--- src/rtl/present_pkg.sv ---
// Shared constants, FSM encoding and PRESENT-80 helper functions for the decrypt core.
// Optional key cache in the core is enabled by defining PRESENT_KEYCACHE_EN.
package present_pkg;

  localparam int BLK_W      = 64;
  localparam int KEY_W      = 80;
  localparam int NUM_ROUNDS = 31;
  localparam int RC_W       = 5;

  // Nibble i of each table holds S(i) / Sinv(i).
  localparam logic [63:0] SBOX_TAB     = 64'h21748FE3DA09B65C;
  localparam logic [63:0] SBOX_INV_TAB = 64'hA970364BD21C8FE5;

  typedef enum logic [1:0] {
    ST_IDLE = 2'd0,
    ST_KEXP = 2'd1,
    ST_DEC  = 2'd2,
    ST_DONE = 2'd3
  } fsm_state_t;

  function automatic logic [3:0] s_nib(input logic [3:0] x);
    return SBOX_TAB[{x, 2'b00} +: 4];
  endfunction

  function automatic logic [3:0] sinv_nib(input logic [3:0] x);
    return SBOX_INV_TAB[{x, 2'b00} +: 4];
  endfunction

  function automatic logic [BLK_W-1:0] sinv_layer(input logic [BLK_W-1:0] s);
    logic [BLK_W-1:0] r;
    r = '0;
    for (int n = 0; n < 16; n++) r[4*n +: 4] = sinv_nib(s[4*n +: 4]);
    return r;
  endfunction

  function automatic logic [BLK_W-1:0] p_inv_layer(input logic [BLK_W-1:0] s);
    logic [BLK_W-1:0] r;
    r = '0;
    for (int j = 0; j < 63; j++) r[(4*j) % 63] = s[j];
    r[63] = s[63];
    return r;
  endfunction

  // One forward key-schedule step: K_rc -> K_rc+1.
  function automatic logic [KEY_W-1:0] key_sched_fwd(input logic [KEY_W-1:0] k,
                                                     input logic [RC_W-1:0]  rc);
    logic [KEY_W-1:0] r;
    r          = {k[18:0], k[79:19]};
    r[79:76]   = s_nib(r[79:76]);
    r[19:15]   = r[19:15] ^ rc;
    return r;
  endfunction

  // Undo one forward step: K_rc+1 -> K_rc.
  function automatic logic [KEY_W-1:0] key_sched_inv(input logic [KEY_W-1:0] k,
                                                     input logic [RC_W-1:0]  rc);
    logic [KEY_W-1:0] r;
    r        = k;
    r[19:15] = r[19:15] ^ rc;
    r[79:76] = sinv_nib(r[79:76]);
    return {r[60:0], r[79:61]};
  endfunction

endpackage

--- src/rtl/present_dec_core_if.sv ---
// Input (ct/key) and output (pt) streams of the PRESENT decrypt core.
// Both streams: a transfer happens on a rising edge where valid & ready are both high;
// the producer holds payload stable while valid is high and ready has not been seen.
interface present_dec_core_if;
  import present_pkg::*;

  logic             in_valid;
  logic             in_ready;
  logic [BLK_W-1:0] ct;
  logic [KEY_W-1:0] key;
  logic             out_valid;
  logic             out_ready;
  logic [BLK_W-1:0] pt;

  modport master (
    output in_valid, ct, key, out_ready,
    input  in_ready, out_valid, pt
  );

  modport slave (
    input  in_valid, ct, key, out_ready,
    output in_ready, out_valid, pt
  );
endinterface

--- src/rtl/present_inv_round.sv ---
// Combinational PRESENT inverse round: derives K_rc from K_rc+1 and applies
// inverse pLayer, inverse S-box layer and round-key add.
module present_inv_round
  import present_pkg::*;
(
  input  logic [BLK_W-1:0] state,
  input  logic [KEY_W-1:0] key_in,
  input  logic [RC_W-1:0]  rc,
  output logic [BLK_W-1:0] state_out,
  output logic [KEY_W-1:0] key_out
);

  logic [KEY_W-1:0] k_rc;

  always_comb begin
    k_rc      = key_sched_inv(key_in, rc);
    key_out   = k_rc;
    state_out = sinv_layer(p_inv_layer(state)) ^ k_rc[79:16];
  end

endmodule

--- src/rtl/present_dec_core.sv ---
// Iterative PRESENT-80 decryption: forward key expansion to K32, then 31 inverse rounds.
// Define PRESENT_KEYCACHE_EN to cache the last master key / K32 and skip expansion on a hit.
module present_dec_core
  import present_pkg::*;
(
  input  logic              clk,
  input  logic              rst,
  present_dec_core_if.slave bus,
  output fsm_state_t        dbg_state
);

  localparam logic [RC_W-1:0] RC_LAST = RC_W'(NUM_ROUNDS);

  fsm_state_t       fsm_q, fsm_d;
  logic [BLK_W-1:0] st_q, st_d;
  logic [KEY_W-1:0] key_q, key_d;
  logic [RC_W-1:0]  rc_q, rc_d;
  logic             in_ready_q, in_ready_d;
  logic             out_valid_q, out_valid_d;

  logic [BLK_W-1:0] rnd_state;
  logic [KEY_W-1:0] rnd_key;
  logic [KEY_W-1:0] fwd_key;

`ifdef PRESENT_KEYCACHE_EN
  logic             cache_valid_q, cache_valid_d;
  logic [KEY_W-1:0] cache_mkey_q, cache_mkey_d;
  logic [KEY_W-1:0] cache_k32_q, cache_k32_d;
  logic [KEY_W-1:0] mkey_q, mkey_d;
  logic             hit_q, hit_d;
`endif

  present_inv_round u_round (
    .state     (st_q),
    .key_in    (key_q),
    .rc        (rc_q),
    .state_out (rnd_state),
    .key_out   (rnd_key)
  );

  assign fwd_key = key_sched_fwd(key_q, rc_q);

  always_comb begin
    fsm_d = fsm_q;
    st_d  = st_q;
    key_d = key_q;
    rc_d  = rc_q;
`ifdef PRESENT_KEYCACHE_EN
    cache_valid_d = cache_valid_q;
    cache_mkey_d  = cache_mkey_q;
    cache_k32_d   = cache_k32_q;
    mkey_d        = mkey_q;
    hit_d         = hit_q;
`endif
    case (fsm_q)
      ST_IDLE: begin
        if (bus.in_valid) begin
          st_d  = bus.ct;
          key_d = bus.key;
          rc_d  = 5'd1;
          fsm_d = ST_KEXP;
`ifdef PRESENT_KEYCACHE_EN
          mkey_d = bus.key;
          hit_d  = cache_valid_q && (bus.key == cache_mkey_q);
          if (hit_d) key_d = cache_k32_q;
`endif
        end
      end
      ST_KEXP: begin
`ifdef PRESENT_KEYCACHE_EN
        if (hit_q) begin
          // Key register already holds K32: only the whitening step remains.
          st_d  = st_q ^ key_q[79:16];
          rc_d  = RC_LAST;
          fsm_d = ST_DEC;
          hit_d = 1'b0;
        end else begin
`endif
          key_d = fwd_key;
          rc_d  = rc_q + 5'd1;
          if (rc_q == RC_LAST) begin
            st_d  = st_q ^ fwd_key[79:16];
            rc_d  = RC_LAST;
            fsm_d = ST_DEC;
`ifdef PRESENT_KEYCACHE_EN
            cache_valid_d = 1'b1;
            cache_mkey_d  = mkey_q;
            cache_k32_d   = fwd_key;
`endif
          end
`ifdef PRESENT_KEYCACHE_EN
        end
`endif
      end
      ST_DEC: begin
        st_d  = rnd_state;
        key_d = rnd_key;
        rc_d  = rc_q - 5'd1;
        if (rc_q == 5'd1) fsm_d = ST_DONE;
      end
      ST_DONE: begin
        if (bus.out_ready) fsm_d = ST_IDLE;
      end
      default: fsm_d = ST_IDLE;
    endcase
    in_ready_d  = (fsm_d == ST_IDLE);
    out_valid_d = (fsm_d == ST_DONE);
  end

  always_ff @(posedge clk or posedge rst) begin
    if (rst) begin
      fsm_q       <= ST_IDLE;
      st_q        <= '0;
      key_q       <= '0;
      rc_q        <= '0;
      in_ready_q  <= 1'b1;
      out_valid_q <= 1'b0;
    end else begin
      fsm_q       <= fsm_d;
      st_q        <= st_d;
      key_q       <= key_d;
      rc_q        <= rc_d;
      in_ready_q  <= in_ready_d;
      out_valid_q <= out_valid_d;
    end
  end

`ifdef PRESENT_KEYCACHE_EN
  always_ff @(posedge clk or posedge rst) begin
    if (rst) begin
      cache_valid_q <= 1'b0;
      cache_mkey_q  <= '0;
      cache_k32_q   <= '0;
      mkey_q        <= '0;
      hit_q         <= 1'b0;
    end else begin
      cache_valid_q <= cache_valid_d;
      cache_mkey_q  <= cache_mkey_d;
      cache_k32_q   <= cache_k32_d;
      mkey_q        <= mkey_d;
      hit_q         <= hit_d;
    end
  end
`endif

  assign bus.in_ready  = in_ready_q;
  assign bus.out_valid = out_valid_q;
  assign bus.pt        = st_q;
  assign dbg_state     = fsm_q;

endmodule

--- src/flat_wrapper.sv ---
// flat-port wrapper written by rule: the top's interface ports become plain ports
module present_dec_core_flat import present_pkg::*;
  (clk, rst, dbg_state, bus_in_valid, bus_ct, bus_key, bus_out_ready, bus_in_ready, bus_out_valid, bus_pt);
  present_dec_core_if bus_i ();
  input  logic clk;
  input  logic rst;
  output fsm_state_t dbg_state;
  input wire logic [$bits(bus_i.in_valid)-1:0] bus_in_valid;
  input wire logic [$bits(bus_i.ct)-1:0] bus_ct;
  input wire logic [$bits(bus_i.key)-1:0] bus_key;
  input wire logic [$bits(bus_i.out_ready)-1:0] bus_out_ready;
  output wire logic [$bits(bus_i.in_ready)-1:0] bus_in_ready;
  output wire logic [$bits(bus_i.out_valid)-1:0] bus_out_valid;
  output wire logic [$bits(bus_i.pt)-1:0] bus_pt;
  assign bus_i.in_valid = bus_in_valid;
  assign bus_i.ct = bus_ct;
  assign bus_i.key = bus_key;
  assign bus_i.out_ready = bus_out_ready;
  assign bus_in_ready = bus_i.in_ready;
  assign bus_out_valid = bus_i.out_valid;
  assign bus_pt = bus_i.pt;
  present_dec_core u_core (.clk(clk), .rst(rst), .bus(bus_i), .dbg_state(dbg_state));
endmodule
--- config.mk ---
export PLATFORM = sky130hd
export DESIGN_NAME = present_dec_core_flat
export DESIGN_NICKNAME = d
export VERILOG_FILES = /design/src/rtl/present_pkg.sv /design/src/rtl/present_dec_core_if.sv /design/src/rtl/present_inv_round.sv /design/src/rtl/present_dec_core.sv /design/src/flat_wrapper.sv
export SDC_FILE = /design/constraint.sdc
export NUM_CORES = 1
export LEC_CHECK = 0
export CAP_MARGIN = 20
export CELL_PAD_IN_SITES_DETAIL_PLACEMENT = 0
export CELL_PAD_IN_SITES_GLOBAL_PLACEMENT = 1
export CORE_ASPECT_RATIO = 0.9
export CORE_MARGIN = 2
export CORE_UTILIZATION = 42
export CTS_CLUSTER_DIAMETER = 40
export CTS_CLUSTER_SIZE = 28
export DETAILED_ROUTE_END_ITERATION = 16
export GPL_TIMING_DRIVEN = 0
export PLACE_DENSITY_LB_ADDON = 0.1
export SETUP_SLACK_MARGIN = 0.05
export SLEW_MARGIN = 20
export SYNTH_ARGS = -nofsm -noshare
export SYNTH_HDL_FRONTEND = slang
export SYNTH_SLANG_ARGS = --single-unit
--- constraint.sdc ---
create_clock -name clk -period 6.8 [get_ports clk]
set_input_delay 1.36 -clock clk [delete_from_list [all_inputs] [get_ports clk]]
set_output_delay 1.36 -clock clk [all_outputs]
set_load 0.03 [all_outputs]
==> impl_results.rst, run 1 <==
.. list-table::
   :header-rows: 1

   * - Metric
     - Value
   * - Number of max-cap violations
     - 0
   * - Placed Cells
     - between 2,000 and 2,500
   * - Number of CTS-inserted buffers
     - 17
   * - Clock Skews
     - 13.3 ps
   * - Count of buffers added by post-CTS timing repair for setup
     - 0
   * - Most used flip-flop cell after synthesis
     - sky130_fd_sc_hd__dfrtp_1
   * - Critical path, cell by cell
     - clkdlybuf4s50_1, nor2b_1, a211oi_2, clkbuf_1, o21ai_0, o22ai_1
   * - First-pass detailed-route iteration total
     - 6
   * - Cell-internal power
     - between 4 and 5 mW
   * - Share of total power in combinational logic
     - 0.654
   * - Final Hold Viols
     - 0
   * - Count of non-filler cells in the finished layout
     - 2,128
   * - RSZ-0062 raised after global routing
     - false
   * - Critical path class
     - input port to flop
   * - Areal power density over the cells
     - approximately 610 nW/um2
   * - Number of global-route vias before repair
     - between 10,000 and 15,000
   * - FF-to-FF End
     - u_core.bus.pt[35]
   * - Hold Worst Slack
     - 536 ps
   * - Number of sinks driven by the clock tree
     - 153
   * - Synthesized cell area
     - around 13,000 um2
   * - Clock insertion delay at the later pin of the skew report
     - about 470 ps
   * - Routability congestion estimate
     - 0.992
   * - Hold Buf Count CTS
     - 0
   * - Gates resized, CTS repair
     - 0
   * - Library cell used as clock root buffer
     - sky130_fd_sc_hd__clkbuf_16
   * - Leading cell types by total area after synthesis
     - sky130_fd_sc_hd__dfrtp_1 (29%), sky130_fd_sc_hd__ha_1 (11%), sky130_fd_sc_hd__a221oi_1 (7.3%)
   * - Worst slew pin tran
     - 1080 ps
   * - Number of vias per cell after detailed routing
     - 6.30
   * - Number of setup violations in the final report
     - 0
   * - Most used standard cell by instance count after synthesis
     - sky130_fd_sc_hd__dfrtp_1
   * - Total congestion overflow after global routing
     - 0
   * - Initial core utilization
     - 0.423
   * - Fraction of power spent switching nets
     - 0.551
   * - Buffering stage count on the worst path with inverters included
     - 2
   * - Sequential-to-total area share from yosys stat
     - 0.295
   * - Largest delay contributor family on the critical path
     - compound AO/OA/AOI/OAI gates
   * - Horizontal die dimension
     - about 190 um
   * - CTS Buffer Depth
     - 2
   * - Critical-path cell with the highest stage delay
     - sky130_fd_sc_hd__clkbuf_1
   * - VDD IR max
     - about 210 uV
   * - Psw
     - about 5.5 mW
   * - Die Footprint
     - about 32,000 um2
   * - Number of core rows
     - 61
   * - Layout area overhead
     - 25.4%
   * - Global-route total usage across every layer
     - 0.382
   * - Met3 capacity usage during global routing
     - 0.106
   * - Element type at the critical path end
     - flop
   * - Residual DRC
     - 0
   * - Fin crit share
     - 0.507
   * - GR Layer Usage met1
     - 0.511
   * - Ports placed on the boundary
     - 216
   * - Global-route wire length before repair
     - around 89,000 um
   * - Net count after synthesis
     - approximately 1,700
   * - Yosys top cell area share
     - 0.293
   * - Number of vias in the routed layout
     - 13,400
   * - Most used standard cells in the synthesized netlist
     - sky130_fd_sc_hd__dfrtp_1 (152), sky130_fd_sc_hd__nor2_1 (138), sky130_fd_sc_hd__nand2_1 (129)
   * - Drt total wl
     - slightly above 60,000 um
   * - Max-slew headroom
     - 0.277
   * - Syn avg cell area
     - about 8.8 um2
   * - Worst hold path startpoint
     - u_core.key_q[19]
   * - Final antenna diode count
     - 0
   * - Area inside the core boundary
     - 30,700 um2
   * - Layer carrying the most global-route usage
     - met2
   * - Clock group share of total power
     - 0.102
   * - Clock tree from TritonCTS
     - yes
   * - Worst setup path startpoint
     - bus_in_valid
   * - Number of synthesized register bits
     - 153
   * - Worst-case register-to-register setup slack
     - ~3500 ps
   * - Initial antenna violation count
     - 0
   * - Accumulated negative setup slack
     - 0 ps
   * - Worst Reg-to-Reg Cells
     - 7
   * - Post-synthesis cell type count
     - 61
   * - Largest net degree at the start of global routing
     - 95
   * - Yosys Warn Count
     - 0
   * - Critical path depth in cells
     - 6
   * - Die Ht
     - ~170 um
   * - Met2 track demand over resource in global routing
     - 0.577
   * - EDFF count, synth
     - 0
   * - Detailed router's first-iteration violation count
     - between 1,500 and 2,000
   * - Number of nets in the layout
     - about 2,000
   * - HPWL Detailed
     - 47,600 um
   * - Worst endpoint required time
     - around 7200 ps
   * - Period minus WS final
     - between 3000 and 4000 ps
   * - Number of levels the H-tree was split into
     - 4
   * - Maximum clock frequency
     - between 0.2 and 0.3 GHz
   * - Register share of total power
     - 0.244
   * - Layout cells sized above 1
     - 0.0785
   * - Beginning of the worst register-to-register path
     - u_core.dbg_state[0]
   * - Cell taking the most area after synthesis
     - sky130_fd_sc_hd__dfrtp_1
   * - Largest driver fanout on the critical path
     - 10
   * - Number of cells produced by synthesis
     - 1,471
   * - Startpoint kind of the worst setup timing path
     - input port
   * - Max-slew violation count
     - 0
   * - Async S/R FF share, synth
     - 1.00
   * - Result of the run
     - finished, final reports clean
   * - Capturing instance or port of the critical path
     - u_core.bus.pt[25]
   * - Critical Path AT
     - 3820 ps
   * - CTS clk-pin slew, worst paths
     - ~70 ps
   * - Class of the tightest hold or removal check
     - flop to flop
   * - Max incr delay on CP
     - approximately 700 ps
   * - Input/output buffers
     - roughly 220
   * - Drt wl/cell
     - about 29 um
   * - Static Leak
     - a little under 7 nW
   * - Post-DRT Antenna Nets
     - 0
worst min-delay path by stage:
stage,slack [ps],endpoint,depth (start not counted)
after detailed placement,520,u_core.key_q[19],2
after CTS,530,u_core.key_q[19],2
final,540,u_core.key_q[19],2
after global routing,560,u_core.key_q[19],2
after floorplan,490,u_core.key_q[19],2
after global placement,520,u_core.key_q[19],2
flip-flops by register name (all words and copies together), names as in the netlist:
register              flops
u_core.bus.out_valid      1
u_core.rc_q               5
u_core.key_q             80
u_core.dbg_state          2
u_core.bus.in_ready       1
u_core.bus.pt            64
cell type report:
class,count,area [um2]
buffer,138,588
tap,409,512
multi-input combinational,1091,8220
fill,2939,14400
sequential,153,3830
timing repair buffer,216,2180
inverter,89,342
clock inverter,14,159
clock buffer,18,439
metal layers:
layer / vias to the layer above / routed length, um
li1: 5789 / -
met1: 6592 / 25300
met2: 840 / 26400
met3: 177 / 7210
met4: 0 / 3190
met5: - / 0
through the flow:
step,instance area [um2],power [mW],setup slack (ps),utilization
2_1_floorplan,13000,6.16,1320,-
3_3_place_gp,15600,8.65,-1420,0.510
3_5_place_dp,15700,8.74,2990,0.511
6_report,16300,9.98,3360,0.530
4_1_cts,16300,9.77,3450,0.530
5_1_grt,16300,10.5,3320,0.530
power by group through the flow:
stage	logic [mW]	registers, mW	clock network [mW]
floorplan	3.93	2.24	0
global placement	6.29	2.36	0
detailed placement	6.38	2.36	0
CTS	6.40	2.35	1.02
global route	6.97	2.43	1.05
finish	6.52	2.43	1.02
logic make-up (layout without fill, tap and decap cells):
group                    count (synthesis)  in the layout  share of synthesized area
AO/OA/AOI/OAI                          451            451                      0.248
XOR/XNOR                               121            121                     0.0827
adder cells (fa/ha/maj)                111            111                      0.107
buffers and inverters                  227            475                     0.0711
flip-flops                             153            153                      0.295
multiplexers                            56             56                     0.0787
AND/OR/NAND/NOR                        352            352                      0.117
worst min-delay path, stage by stage, from the launching register on:
cell and delay (ps):
sky130_fd_sc_hd__dfrtp_1 380, sky130_fd_sc_hd__nand2_1 60, sky130_fd_sc_hd__o31ai_1 60
cell usage in the layout (no fill, tap or decap), drive strengths merged, types with 15 or more instances in the layout:
master	Yosys	routed
clkdlybuf4s50	0	215
dfrtp	152	152
nor2	138	138
nand2	129	129
ha	111	111
a221oi	108	108
o21ai	103	103
clkbuf	78	96
inv	89	95
o31ai	83	83
xor2	75	75
buf	60	61
xnor2	45	45
a21oi	37	37
mux4	36	36
o22ai	28	28
nor3	20	20
o211ai	20	20
nand2b	19	19
mux2i	15	15
Power figures use the tool's default switching activity.
==> run 2: changes to the inputs <==
==> constraint.sdc (replaced) <==
create_clock -name clk -period 3.6 [get_ports clk]
set_input_delay 0.72 -clock clk [delete_from_list [all_inputs] [get_ports clk]]
set_output_delay 0.72 -clock clk [all_outputs]
set_load 0.03 [all_outputs]
==> run 2 against run 1 <==
  * Via count is 0.95% higher
  * Global-route usage is 0.21 points lower
  * Largest cell class unchanged
  * Hold slack better by 19 ps
  * Non-clock buffer count is 5 higher
  * Cell area is 0.46% higher
  * Flip-flop and latch count stayed put
  * Die area stayed put
  * Clock power is 83% higher
  * Power is 88% higher
  * Core utilization is 0.24 points higher
  * Routed wire length is 0.53% lower
  * Combinational power is 89% higher
==> impl_results.rst, run 2 (synthesized netlist as in run 1, its figures left out) <==
.. list-table::
   :header-rows: 1

   * - Metric
     - Value
   * - Result of the run
     - finished, final reports clean (unchanged)
   * - Drt wl/cell
     - 29.0 um (was 29.2 um)
   * - Largest register by flop count
     - u_core.key_q (unchanged)
   * - Maximum clock frequency
     - 0.310 GHz
   * - Hold Buf Count CTS
     - 0 (unchanged)
   * - Die Footprint
     - 32,300 um2 (unchanged)
   * - Total congestion overflow after global routing
     - 0 (unchanged)
   * - HPWL Detailed
     - 47,900 um (was 47,600 um)
   * - Initial antenna violation count
     - 0 (unchanged)
   * - Number of vias per cell after detailed routing
     - 6.34 (was 6.30)
   * - First-pass detailed-route iteration total
     - 5 (was 6)
   * - Most common cell after layout, fill and taps aside
     - sky130_fd_sc_hd__clkdlybuf4s50_1 (unchanged)
   * - Count of buffers added by post-CTS timing repair for setup
     - 0 (unchanged)
   * - Share of total power in combinational logic
     - 0.655 (was 0.654)
   * - Global-route wire length before repair
     - 87,700 um (was 88,500 um)
   * - Layout cells sized above 1
     - 0.0806 (was 0.0785)
   * - Largest driver fanout on the critical path
     - 10 (unchanged)
   * - Number of max-cap violations
     - 0 (unchanged)
   * - Number of nets in the layout
     - 1,970 (was 1,965)
   * - Clock Skews
     - 14.3 ps (was 13.3 ps)
   * - Startpoint kind of the worst setup timing path
     - flop (was input port)
   * - Max-slew headroom
     - 0.265 (was 0.277)
   * - Cell-internal power
     - 8.48 mW (was 4.48 mW)
   * - Layout area overhead
     - 26.0% (was 25.4%)
   * - Highest-count cells in the layout ignoring fill and taps
     - sky130_fd_sc_hd__clkdlybuf4s50_1 (215), sky130_fd_sc_hd__dfrtp_1 (152), sky130_fd_sc_hd__nor2_1 (138), sky130_fd_sc_hd__nand2_1 (129), sky130_fd_sc_hd__ha_1 (111) (unchanged)
   * - Worst-case register-to-register setup slack
     - 380 ps (was 3500 ps)
   * - Worst slew pin tran
     - 1090 ps (was 1080 ps)
   * - Critical Path AT
     - 3560 ps (was 3820 ps)
   * - Global-route total usage across every layer
     - 0.380 (was 0.382)
   * - Element type at the critical path end
     - flop (unchanged)
   * - Largest net degree at the start of global routing
     - 32 (was 95)
   * - Placed Area
     - 15,800 um2 (was 15,700 um2)
   * - Number of vias in the routed layout
     - 13,500 (was 13,400)
   * - CTS clk-pin slew, worst paths
     - 70 ps (about the same)
   * - Period minus WS final
     - approximately 3200 ps
   * - Final Hold Viols
     - 0 (unchanged)
   * - Residual DRC
     - 0 (unchanged)
   * - Total design power
     - 18.8 mW (was 9.98 mW)
   * - Number of core rows
     - 61 (unchanged)
   * - Number of global-route vias before repair
     - 12,600 (was 12,900)
   * - Psw
     - 10.3 mW (was 5.50 mW)
   * - Max-slew violation count
     - 0 (unchanged)
   * - Final non-filler cell area
     - 16,300 um2 (about the same)
   * - Static Leak
     - 6.79 nW (was 6.77 nW)
   * - Count of non-filler cells in the finished layout
     - 2,133 (was 2,128)
   * - Horizontal die dimension
     - 189 um (unchanged)
   * - Clock tree from TritonCTS
     - yes (unchanged)
   * - RSZ-0062 raised after global routing
     - false (unchanged)
   * - Final antenna diode count
     - 0 (unchanged)
   * - Worst endpoint required time
     - 3940 ps (was 7180 ps)
   * - Number of levels the H-tree was split into
     - 4 (unchanged)
   * - Detailed router's first-iteration violation count
     - 1,682 (was 1,517)
   * - Class of the tightest hold or removal check
     - input port to async pin (was flop to flop)
   * - Ports placed on the boundary
     - 216 (unchanged)
   * - Register share of total power
     - 0.246 (was 0.244)
   * - Worst Reg-to-Reg Cells
     - 7 (unchanged)
   * - Gates resized, CTS repair
     - 0 (unchanged)
   * - Fraction of power spent switching nets
     - 0.549 (was 0.551)
   * - Library cell used as clock root buffer
     - sky130_fd_sc_hd__clkbuf_16 (unchanged)
   * - Clock group share of total power
     - 0.100 (was 0.102)
   * - Input/output buffers
     - 215 (unchanged)
   * - Placement-stage worst setup slack
     - 459 ps (was 2990 ps)
   * - Area inside the core boundary
     - 30,700 um2 (unchanged)
   * - Post-DRT Antenna Nets
     - 0 (unchanged)
   * - Fin crit share
     - 0.896
   * - Number of flip-flops under the largest register name
     - 80 (unchanged)
   * - CTS Buffer Depth
     - 2 (unchanged)
   * - Crit path setup slack, layout
     - 375 ps (was 3360 ps)
   * - Placed Cells
     - 2,101 (was 2,096)
   * - Critical path class
     - flop to flop (was input port to flop)
   * - Hold Worst Slack
     - 554 ps (was 536 ps)
   * - Routability congestion estimate
     - 0.986 (was 0.992)
   * - Number of sinks driven by the clock tree
     - 153 (unchanged)
   * - Die Ht
     - 171 um (unchanged)
   * - Number of CTS-inserted buffers
     - 17 (unchanged)
   * - Clock insertion delay at the later pin of the skew report
     - 450 ps (was 470 ps)
   * - Drt total wl
     - 61,800 um (was 62,100 um)
   * - FF-to-FF End
     - u_core.bus.pt[59] (was u_core.bus.pt[35])
   * - Beginning of the worst register-to-register path
     - u_core.dbg_state[0] (unchanged)
   * - Number of setup violations in the final report
     - 0 (unchanged)
   * - Initial core utilization
     - 0.423 (unchanged)
   * - VDD IR max
     - 448 uV (was 213 uV)
   * - Areal power density over the cells
     - 1150 nW/um2 (was 613 nW/um2)
-- run 2: cell types whose count changed in the layout (fill, tap and decap cells not counted), sizes merged --
| cell | change |
|---|---|
| buf | +5 |
| clkinv | -3 |
| clkinvlp | +3 |
| clkbuf | +1 |
| inv | -1 |
-- run 2: critical path: stages (launching register included) --
cell	delay, ps
sky130_fd_sc_hd__dfrtp_1	420
sky130_fd_sc_hd__inv_1	90
sky130_fd_sc_hd__ha_1	410
sky130_fd_sc_hd__buf_2	310
sky130_fd_sc_hd__clkbuf_1	540
sky130_fd_sc_hd__clkbuf_1	720
sky130_fd_sc_hd__o21ai_0	280
sky130_fd_sc_hd__o21ai_0	320
-- run 2: per-stage QoR --
stage | utilization | setup TNS, ps
global placement | 0.510 | -109830
CTS | 0.533 | 0
finish | 0.533 | 0
global route | 0.533 | 0
detailed placement | 0.514 | 0
floorplan | - | 0
-- run 2: per-layer routing --
layer  wire [um]  GRT usage  vias up
met3        7180     0.0859      150
met4        3020      0.177        0
li1            -          -     5820
met5           0          0        -
met1       25600      0.533     6670
met2       26000      0.557      885
-- run 2: worst max-delay path by stage --
| stage | startpoint | to | cells past startpoint |
|---|---|---|---|
| after floorplan | rst | u_core.bus.out_valid | 1 |
| after global placement | rst | u_core.bus.pt[27] | 2 |
| after detailed placement | u_core.dbg_state[0] | u_core.bus.pt[59] | 7 |
| after CTS | u_core.dbg_state[0] | u_core.bus.pt[59] | 7 |
| after global routing | u_core.dbg_state[0] | u_core.bus.pt[59] | 7 |
| final | u_core.dbg_state[0] | u_core.bus.pt[59] | 7 |
-- run 2: area by class of cell --
class / instances / area (um2)
fillers: 2939 / 14300
multi-input cells: 1091 / 8220
flip-flops and latches: 153 / 3830
repair buffers: 221 / 2280
plain buffers: 138 / 588
well taps: 409 / 512
clock buffers: 19 / 443
inverters: 89 / 338
clock inverters: 13 / 134
-- run 2: power groups by stage --
| stage | sequential, mW | clock, mW | combinational (mW) |
|---|---|---|---|
| 4_1_cts | 4.45 | 1.86 | 12.1 |
| 6_report | 4.61 | 1.87 | 12.3 |
| 2_1_floorplan | 4.22 | 0 | 7.42 |
| 3_5_place_dp | 4.49 | 0 | 12.0 |
| 5_1_grt | 4.60 | 1.93 | 13.1 |
| 3_3_place_gp | 4.48 | 0 | 11.8 |
